`src/rtl/soc_miner_pkg.sv`:
```
// Shared definitions for the miner-side AXI3 memory arbiters.
package soc_miner_pkg;

    localparam logic [1:0] AXI_BURST_INCR   = 2'b01;
    localparam logic [3:0] AXI_CACHE_BUFMOD = 4'b0011;
    localparam logic [2:0] AXI_PROT_DEFAULT = 3'b000;

    // Read arbiter FSM: IDLE picks a requester, ISSUE holds the AR until accepted.
    typedef enum logic {
        ST_IDLE  = 1'b0,
        ST_ISSUE = 1'b1
    } rd_arb_state_t;

    // Ceiling log2, usable in parameter expressions.
    function automatic int clog2(input int value);
        int r;
        r = 0;
        while ((1 << r) < value) r++;
        return r;
    endfunction

    // AXI size code for a data bus of the given width in bits.
    function automatic logic [2:0] axi_size(input int width);
        return 3'(clog2(width / 8));
    endfunction

endpackage

```
`src/rtl/soc_miner_rr_arbiter.sv`:
```
// Round-robin pick: the first set request strictly after ptr, wrapping.
module soc_miner_rr_arbiter
    import soc_miner_pkg::*;
#(
    parameter int N  = 4,
    parameter int PW = clog2(N)
) (
    input  logic [N-1:0]  req,
    input  logic [PW-1:0] ptr,
    output logic [N-1:0]  grant,
    output logic          any
);

    // Scan offsets 1..N from the pointer; the pointer itself comes last.
    always_comb begin
        grant = '0;
        any   = 1'b0;
        for (int k = 1; k <= N; k++) begin
            if (!any && req[(int'(ptr) + k) % N]) begin
                grant[(int'(ptr) + k) % N] = 1'b1;
                any = 1'b1;
            end
        end
    end

endmodule

```
`src/rtl/soc_miner_rd_arbiter.sv`:
```
// Shares one AXI3 read channel between NUM_REQ work fetchers.
// Handshake rule on every channel: a transfer happens in the cycle where
// valid and ready are both high; valid, once raised, holds its payload
// stable until that cycle. One burst outstanding per requester; R beats
// are routed back by RID, which carries the requester index.
module soc_miner_rd_arbiter
    import soc_miner_pkg::*;
#(
    parameter int NUM_REQ              = 4,
    parameter int MEMORY_DATA_WIDTH    = 64,
    parameter int MEMORY_ADDR_WIDTH    = 32,
    parameter int MEMORY_BUS_LEN_WIDTH = 4,
    parameter int MEMORY_ID_WIDTH      = 6
) (
    input  logic                                    Clk,
    input  logic                                    Rst,
    input  logic [NUM_REQ-1:0]                      req_arvalid,
    output logic [NUM_REQ-1:0]                      req_arready,
    input  logic [NUM_REQ*MEMORY_ADDR_WIDTH-1:0]    req_araddr,
    input  logic [NUM_REQ*MEMORY_BUS_LEN_WIDTH-1:0] req_arlen,
    output logic [NUM_REQ-1:0]                      req_rvalid,
    input  logic [NUM_REQ-1:0]                      req_rready,
    output logic [MEMORY_DATA_WIDTH-1:0]            req_rdata,
    output logic                                    req_rlast,
    output logic [1:0]                              req_rresp,
    output logic                                    m_memory_arvalid,
    input  logic                                    m_memory_arready,
    output logic [MEMORY_ADDR_WIDTH-1:0]            m_memory_araddr,
    output logic [MEMORY_BUS_LEN_WIDTH-1:0]         m_memory_arlen,
    output logic [MEMORY_ID_WIDTH-1:0]              m_memory_arid,
    output logic [2:0]                              m_memory_arsize,
    output logic [1:0]                              m_memory_arburst,
    output logic [1:0]                              m_memory_arlock,
    output logic [3:0]                              m_memory_arcache,
    output logic [2:0]                              m_memory_arprot,
    output logic [3:0]                              m_memory_arqos,
    input  logic                                    m_memory_rvalid,
    output logic                                    m_memory_rready,
    input  logic [MEMORY_DATA_WIDTH-1:0]            m_memory_rdata,
    input  logic                                    m_memory_rlast,
    input  logic [1:0]                              m_memory_rresp,
    input  logic [MEMORY_ID_WIDTH-1:0]              m_memory_rid,
    output logic [NUM_REQ-1:0]                      pending,
    output logic                                    err_unexp,
    output rd_arb_state_t                           fsm_state
);

    localparam int IDXW = clog2(NUM_REQ);

    rd_arb_state_t      state, state_next;
    logic [IDXW-1:0]    ptr, gnt_idx, ar_idx, r_idx;
    logic [NUM_REQ-1:0] eligible, grant, pend_set, pend_clr;
    logic               grant_any, r_ok;

    assign fsm_state = state;
    assign eligible  = req_arvalid & ~pending;

    soc_miner_rr_arbiter #(.N(NUM_REQ), .PW(IDXW)) u_rr (
        .req   (eligible),
        .ptr   (ptr),
        .grant (grant),
        .any   (grant_any)
    );

    // One-hot grant to requester index.
    always_comb begin
        gnt_idx = '0;
        for (int i = 0; i < NUM_REQ; i++) begin
            if (grant[i]) gnt_idx = IDXW'(i);
        end
    end

    // Next state and the combinational requester accept (IDLE only).
    always_comb begin
        state_next  = state;
        req_arready = '0;
        case (state)
            ST_IDLE: begin
                if (grant_any) begin
                    req_arready = grant;
                    state_next  = ST_ISSUE;
                end
            end
            ST_ISSUE: begin
                if (m_memory_arready) state_next = ST_IDLE;
            end
            default: state_next = ST_IDLE;
        endcase
    end

    // State, round-robin pointer and the AR register captured at grant.
    always_ff @(posedge Clk or posedge Rst) begin
        if (Rst) begin
            state           <= ST_IDLE;
            ptr             <= IDXW'(NUM_REQ - 1);
            ar_idx          <= '0;
            m_memory_araddr <= '0;
            m_memory_arlen  <= '0;
            m_memory_arid   <= '0;
        end else begin
            state <= state_next;
            if (state == ST_IDLE && grant_any) begin
                ar_idx          <= gnt_idx;
                m_memory_araddr <= req_araddr[int'(gnt_idx)*MEMORY_ADDR_WIDTH +: MEMORY_ADDR_WIDTH];
                m_memory_arlen  <= req_arlen[int'(gnt_idx)*MEMORY_BUS_LEN_WIDTH +: MEMORY_BUS_LEN_WIDTH];
                m_memory_arid   <= MEMORY_ID_WIDTH'(gnt_idx);
            end
            if (state == ST_ISSUE && m_memory_arready) ptr <= ar_idx;
        end
    end

    assign m_memory_arvalid = (state == ST_ISSUE);
    assign m_memory_arsize  = axi_size(MEMORY_DATA_WIDTH);
    assign m_memory_arburst = AXI_BURST_INCR;
    assign m_memory_arlock  = 2'b00;
    assign m_memory_arcache = AXI_CACHE_BUFMOD;
    assign m_memory_arprot  = AXI_PROT_DEFAULT;
    assign m_memory_arqos   = 4'b0000;

    // RID router: beats for unknown or idle IDs are drained and flagged.
    always_comb begin
        r_idx           = m_memory_rid[IDXW-1:0];
        r_ok            = (int'(m_memory_rid) < NUM_REQ) && pending[r_idx];
        req_rvalid      = '0;
        m_memory_rready = 1'b1;
        pend_clr        = '0;
        if (r_ok) begin
            req_rvalid[r_idx] = m_memory_rvalid;
            m_memory_rready   = req_rready[r_idx];
            if (m_memory_rvalid && req_rready[r_idx] && m_memory_rlast) pend_clr[r_idx] = 1'b1;
        end
    end

    // Burst becomes outstanding when the AR is accepted downstream.
    always_comb begin
        pend_set = '0;
        if (state == ST_ISSUE && m_memory_arready) pend_set[ar_idx] = 1'b1;
    end

    assign req_rdata = m_memory_rdata;
    assign req_rlast = m_memory_rlast;
    assign req_rresp = m_memory_rresp;

    // Outstanding-burst flags and the sticky unexpected-beat flag.
    always_ff @(posedge Clk or posedge Rst) begin
        if (Rst) begin
            pending   <= '0;
            err_unexp <= 1'b0;
        end else begin
            pending <= (pending & ~pend_clr) | pend_set;
            if (m_memory_rvalid && !r_ok) err_unexp <= 1'b1;
        end
    end

endmodule

```
`config.mk`:
```
export PLATFORM = sky130hd
export DESIGN_NAME = soc_miner_rd_arbiter
export DESIGN_NICKNAME = d
export VERILOG_FILES = /design/src/rtl/soc_miner_pkg.sv /design/src/rtl/soc_miner_rr_arbiter.sv /design/src/rtl/soc_miner_rd_arbiter.sv
export SDC_FILE = /design/constraint.sdc
export NUM_CORES = 1
export LEC_CHECK = 0
export ABC_AREA = 1
export BUFFER_PORTS_ARGS = -buffer_cell sky130_fd_sc_hd__buf_4
export CAP_MARGIN = 15
export CELL_PAD_IN_SITES_DETAIL_PLACEMENT = 1
export CELL_PAD_IN_SITES_GLOBAL_PLACEMENT = 1
export CORE_MARGIN = 2
export CORE_UTILIZATION = 23
export DETAILED_ROUTE_END_ITERATION = 10
export GPL_ROUTABILITY_DRIVEN = 0
export HOLD_SLACK_MARGIN = 0.02
export PLACE_DENSITY = 0.81
export SYNTH_ARGS = -nofsm -noshare
export SYNTH_HDL_FRONTEND = slang
export SYNTH_SLANG_ARGS = --single-unit
```
`constraint.sdc`:
```
create_clock -name Clk -period 2.7 [get_ports Clk]
set_clock_uncertainty 0.15 [all_clocks]
set_input_delay 0 -clock Clk [delete_from_list [all_inputs] [get_ports Clk]]
set_output_delay 0 -clock Clk [all_outputs]
set_load 0.05 [all_outputs]
```
==> impl_metrics.py, run 1 <==
metrics = {
    "synthesis": {
        "synthArstFlopShare": 1.00,
        "netlist.area_leader.share": 0.228,
        "yosysSeqAreaShare": 0.239,
        "synth.cell_area_sq_um": 4820,
        "ys_seq_elements": 46,
        "netlist_top_cells_area": "dfrtp_1 (23%), nand2_1 (20%), buf_4 (14%)",
        "netlist_instances": 819,
        "synth-edff-count": 0,
        "avgSynthCellArea_sq_um": 5.89,
        "ys.flop_type": "dfrtp_1",
        "yosys.area.top_type": "dfrtp_1",
        "synthDistinctLibCells": 32,
        "yosysWarnings": 0,
    },
    "drt": {
        "drc": 0,
        "wl_per_cell_microns": 19.3,
        "drt_pass1_iterations": 4,
        "vias": 6892,
        "postRouteAntennaNets": 0,
        "drt_iter0_markers": 293,
        "via_per_inst": 4.64,
        "routed_wl_microns": 28600,
    },
    "setup_path": {
        "crit_required_ps": 2550,
        "crit_start": "ptr[1]",
        "reg2reg_to": "m_memory_araddr[27]",
        "crit_end": "req_arready[3]",
        "start_kind": "flop",
        "path_class": "reg -> out",
        "timing.rr.start": "ptr[0]",
        "setup.worst_path.end_class": "output port",
        "cp.arrival_ps": 2550,
        "r2r_slack_ps": -3,
        "r2r_cells": 17,
        "path_max_fanout": 7,
    },
    "layout": {
        "drive_gt1_frac": 0.321,
        "final_nets": 1443,
        "most-common-layout-cells": "buf_4 (237), dlygate4sd3_1 (217), nand2_1 (215)",
        "regArea_sq_um": 1150,
        "area_growth_pct": 96.8,
        "stdcell_count": 1484,
        "fillCellCount": 2508,
        "multiInputGateArea_sq_um": 2730,
        "mostFrequentLayoutCell": "buf_4",
    },
    "place": {
        "dp_slack_ps": -138,
        "dp_hpwl_microns": 13800,
        "portBuffers": 217,
        "dp_cells": 1225,
    },
    "grt": {
        "antenna_found_initial": 7,
        "grt_overflow": 0,
        "grt.total_usage": 0.234,
        "grt_start_max_net_pins": 49,
        "grt_pass1_wl_microns": 40300,
        "grt_pass1_vias": 7634,
    },
    "power": {
        "internal_power_mw": 5.22,
        "combPwrFrac": 0.837,
        "p_sw_mw": 7.02,
        "p_leak_nw": 4.96,
        "p_per_area_nw_per_um2": 1290,
        "p_seq_frac": 0.110,
        "pwr-share-clk": 0.053,
        "irDropWorstVdd_mv": 0.685,
        "switching_share": 0.574,
        "power_mw": 12.2,
    },
    "run": {
        "cap_violations": 0,
    },
    "cts": {
        "tritoncts": "built",
        "cts.sinks": 46,
        "clock_latency_ps": 290,
        "cts_root_buffer": "clkbuf_16",
        "h-tree-depth": 2,
        "cts_buffer_depth": 2,
        "cts_made_buffers": 5,
        "clk_pin_slew_ps": 60,
    },
    "timing": {
        "slew_headroom": 0.614,
        "drv_slew": 0,
        "tightest_slew_ps": 577,
        "fin_crit_sh": 1.00,
        "worst_slack_ps": -3.45,
        "rsz0062_at_grt": "true",
        "hold_viol_final": 0,
        "clock.fmax_ghz": 0.370,
        "fin_crit_ps": 2700,
        "tns_ps": -4.15,
        "finalSetupViolCount": 2,
    },
    "status": {
        "violations": "setup timing",
        "outcome": "finished with violations",
    },
    "min_path": {
        "min_path_type": "in -> reg",
        "min_from": "m_memory_rlast",
    },
    "die": {
        "core_region_area_sq_um": 20400,
        "die_h_microns": 149,
        "ios": 372,
        "rows": 52,
        "die_area_sq_um": 22100,
        "die_w_microns": 149,
        "start_util": 0.236,
    },
}
==> flip-flops by register name (all words and copies together) (netlist names) <==
signal,flops
err_unexp,1
fsm_state,1
m_memory_araddr,32
m_memory_arid,2
m_memory_arlen,4
pending,4
ptr,2
==> cell families (layout without fill, tap and decap cells) <==
logic type,count (synthesis),after routing,synth area share
DFF,46,46,0.239
buffers and inverters,272,640,0.294
other,2,29,0.00156
and+or+nand+nor,418,418,0.364
adders and majority gates,8,8,0.0208
AOI/OAI and AO/OA,73,73,0.0802
==> per-stage QoR <==
step	instance area (sq um)	utilization	hold WS [ps]
after floorplan	4900	-	-41.7
after detailed placement	6330	0.310	-150
after CTS	8750	0.428	34.9
after global routing	9490	0.465	98.8
after global placement	6330	0.310	-150
final	9490	0.465	44.0
==> power groups by stage <==
stage | sequential [mW] | clock (mW) | combinational [mW]
after floorplan | 2.36 | 0 | 4.30
after global placement | 1.33 | 0 | 7.46
after detailed placement | 1.34 | 0 | 7.64
after CTS | 1.33 | 0.672 | 8.36
after global routing | 1.39 | 0.694 | 11.0
final | 1.35 | 0.644 | 10.3
==> metal layers <==
metal  part of all wire  global-route usage  vias to the layer above
met5                  0                   0                        -
met4              0.045               0.117                        0
met3              0.053              0.0428                       90
met2               0.54               0.449                      341
met1               0.36               0.242                     3314
li1                   -                   -                     3147
==> worst max-delay path, cell delays in order, from the launching register on <==
cell	delay, ps
dfstp_2	540
inv_2	50
ha_4	270
inv_4	80
nand3_4	100
nand2_4	130
nand4_1	150
buf_4	190
nor2_4	120
nor2_4	60
buf_12	150
buf_16	150
nor2_4	110
buf_8	160
==> timing repair <==
action,4_1_cts,5_1_grt
pin swaps,4,32
endpoints found under the hold margin,125,0
cloned,1,9
resized for setup,13,109
buffers inserted,2,15
setup endpoints to repair,38,38
hold buffers,217,0
==> Yosys cell counts (6+ instances only) <==
library cell / n
nand3_1: 36
clkbuf_1: 7
nand4_1: 28
inv_1: 145
buf_2: 17
dfrtp_1: 44
a21oi_1: 55
nand2_1: 258
nand2_2: 6
nor2_1: 77
buf_4: 90
o21ai_0: 10
ha_1: 8
==> how the worst min path moves through the flow <==
stage,end,cells past startpoint
3_3_place_gp,req_rdata[18],0
2_1_floorplan,fsm_state,1
5_1_grt,err_unexp,5
4_1_cts,pending[1],4
3_5_place_dp,req_rdata[18],0
6_report,pending[1],4
==> area by class of cell <==
cell class	count	area share
inverter	148	0.0593
clock buffer	8	0.0144
antenna	7	0.00185
tap	270	0.0356
multi-input combinational	521	0.287
timing repair buffer	484	0.480
sequential	46	0.122
(Power assumes the default switching activity.)
==> run 2, diff against run 1 <==
- ABC_AREA: 1 -> unset
- CORE_AREA: unset -> 2 2 145 147
- CORE_MARGIN: 2 -> unset
- CORE_UTILIZATION: 23 -> unset
- CTS_CLUSTER_SIZE: unset -> 14
- DIE_AREA: unset -> 0 0 147 149
- PLACE_DENSITY: 0.81 -> 0.71
==> run 2 against run 1 <==
The run now fails in 4_1_cts. Synthesized cell count shrank 47%. Area after synthesis shrank 19%.
==> impl_metrics.py, run 2 <==
metrics = {
    "synthesis": {
        "yosysWarnings": 0,
        "avgSynthCellArea_sq_um": 8.90,
        "yosysMostFrequentCell": "buf_4",
        "ys_seq_elements": 46,
        "synth-edff-count": 0,
        "synthDistinctLibCells": 35,
        "netlist_instances": 437,
        "synthArstFlopShare": 1.00,
        "synth_common_cells": "buf_4 (92), nand2_1 (80), dfrtp_1 (44)",
        "yosysSeqAreaShare": 0.296,
        "netlist.area_leader.share": 0.283,
        "yosys.area.top_type": "dfrtp_1",
        "synth.cell_area_sq_um": 3890,
        "ys.flop_type": "dfrtp_1",
        "netlist_top_cells_area": "dfrtp_1 (28%), buf_4 (18%), a221o_1 (9.5%)",
    },
    "place": {
        "portBuffers": 217,
        "dp_hpwl_microns": 11900,
        "dp_slack_ps": -448,
    },
    "status": {
        "failing_step": "4_1_cts",
        "first-error": "[ERROR RSZ-0060] Max buffer count reached.",
        "outcome": "did not finish",
    },
    "cts": {
        "cts_root_buffer": "clkbuf_16",
        "post_cts_buffers": 5,
        "cts.sinks": 46,
        "h-tree-depth": 2,
        "cts_buffer_depth": 2,
        "postCtsHoldBufs": 178,
        "cts_made_buffers": 5,
        "cts_resized": 24,
    },
    "die": {
        "start_util": 0.189,
        "die_w_microns": 147,
        "rows": 53,
        "die_h_microns": 149,
        "ios": 372,
    },
}
## run 2: changes by cell type after synthesis, moves of 18 or more
cell	delta
o21ai_0	+32
a21oi_1	-53
nand3_1	-27
nand4_1	-28
a221o_1	+37
mux2_1	+18
mux2_2	+18
nand2_1	-178
inv_1	-139
nor2_1	-66
## run 2: kinds of logic after synthesis
| logic type | count (synthesis) | synth area share |
|---|---|---|
| flip-flops | 46 | 0.296 |
| AO/OA/AOI/OAI | 97 | 0.191 |
| other | 2 | 0.00193 |
| multiplexers | 40 | 0.127 |
| buffers and inverters | 122 | 0.225 |
| AND/OR/NAND/NOR | 122 | 0.133 |
| adder cells (fa/ha/maj) | 8 | 0.0257 |
## run 2: per-stage QoR
| step | std cells | utilization | cell area, sq um | TNS [ps] |
|---|---|---|---|---|
| after detailed placement | 872 | 0.269 | 5520 | -15380 |
| after floorplan | 457 | - | 4010 | -14960 |
| after global placement | 872 | 0.269 | 5520 | -14480 |
==> run 3, diff against run 2 <==
- CELL_PAD_IN_SITES_DETAIL_PLACEMENT: 1 -> unset
- CELL_PAD_IN_SITES_GLOBAL_PLACEMENT: 1 -> unset
- CORE_AREA: 2 2 145 147 -> 2 2 144 146
- CTS_CLUSTER_SIZE: 14 -> unset
- DIE_AREA: 0 0 147 149 -> 0 0 146 148
- HOLD_SLACK_MARGIN: 0.02 -> unset
- PLACE_DENSITY: 0.71 -> unset
- PLACE_DENSITY_LB_ADDON: unset -> 0.15
- clock period: 2.7 -> 3.51 ns (I/O delays scaled with it)
==> run 3 against run 2 <==
The flow again stops in 4_1_cts. Synthesized cell count unchanged. Area after synthesis unchanged.
==> impl_metrics.py, run 3 <==
metrics = {
    "synthesis": {
        "synth.cell_area_sq_um": 3890,
        "synthDistinctLibCells": 35,
        "yosys.area.top_type": "dfrtp_1",
        "yosysWarnings": 0,
        "avgSynthCellArea_sq_um": 8.90,
        "netlist_top_cells_area": "dfrtp_1 (28%), buf_4 (18%), a221o_1 (9.5%)",
        "ys_seq_elements": 46,
        "yosysSeqAreaShare": 0.296,
        "synth_common_cells": "buf_4 (92), nand2_1 (80), dfrtp_1 (44)",
        "yosysMostFrequentCell": "buf_4",
        "netlist_instances": 437,
        "netlist.area_leader.share": 0.283,
        "synthArstFlopShare": 1.00,
        "synth-edff-count": 0,
        "ys.flop_type": "dfrtp_1",
    },
    "place": {
        "dp_hpwl_microns": 10900,
        "dp_slack_ps": 230,
        "portBuffers": 217,
    },
    "die": {
        "rows": 52,
        "die_h_microns": 148,
        "die_w_microns": 146,
        "ios": 372,
        "start_util": 0.194,
    },
    "status": {
        "outcome": "did not finish",
        "first-error": "[ERROR RSZ-0060] Max buffer count reached.",
        "failing_step": "4_1_cts",
    },
    "cts": {
        "postCtsHoldBufs": 172,
        "cts_made_buffers": 5,
        "post_cts_buffers": 0,
        "cts_resized": 0,
        "h-tree-depth": 2,
        "cts_buffer_depth": 2,
        "cts_root_buffer": "clkbuf_16",
        "cts.sinks": 46,
    },
}
## run 3: cell counts after synthesis
Identical to the previous run, type by type.
## run 3: stage by stage
| stage | cell area (sq um) | cells |
|---|---|---|
| after global placement | 5280 | 846 |
| after floorplan | 3970 | 457 |
| after detailed placement | 5280 | 846 |
## run 3: kinds of logic after synthesis
group / count (synthesis) / share of synthesized area
AOI/OAI and AO/OA: 97 / 0.191
adders and majority gates: 8 / 0.0257
buffers and inverters: 122 / 0.225
DFF: 46 / 0.296
muxes: 40 / 0.127
other: 2 / 0.00193
and+or+nand+nor: 122 / 0.133
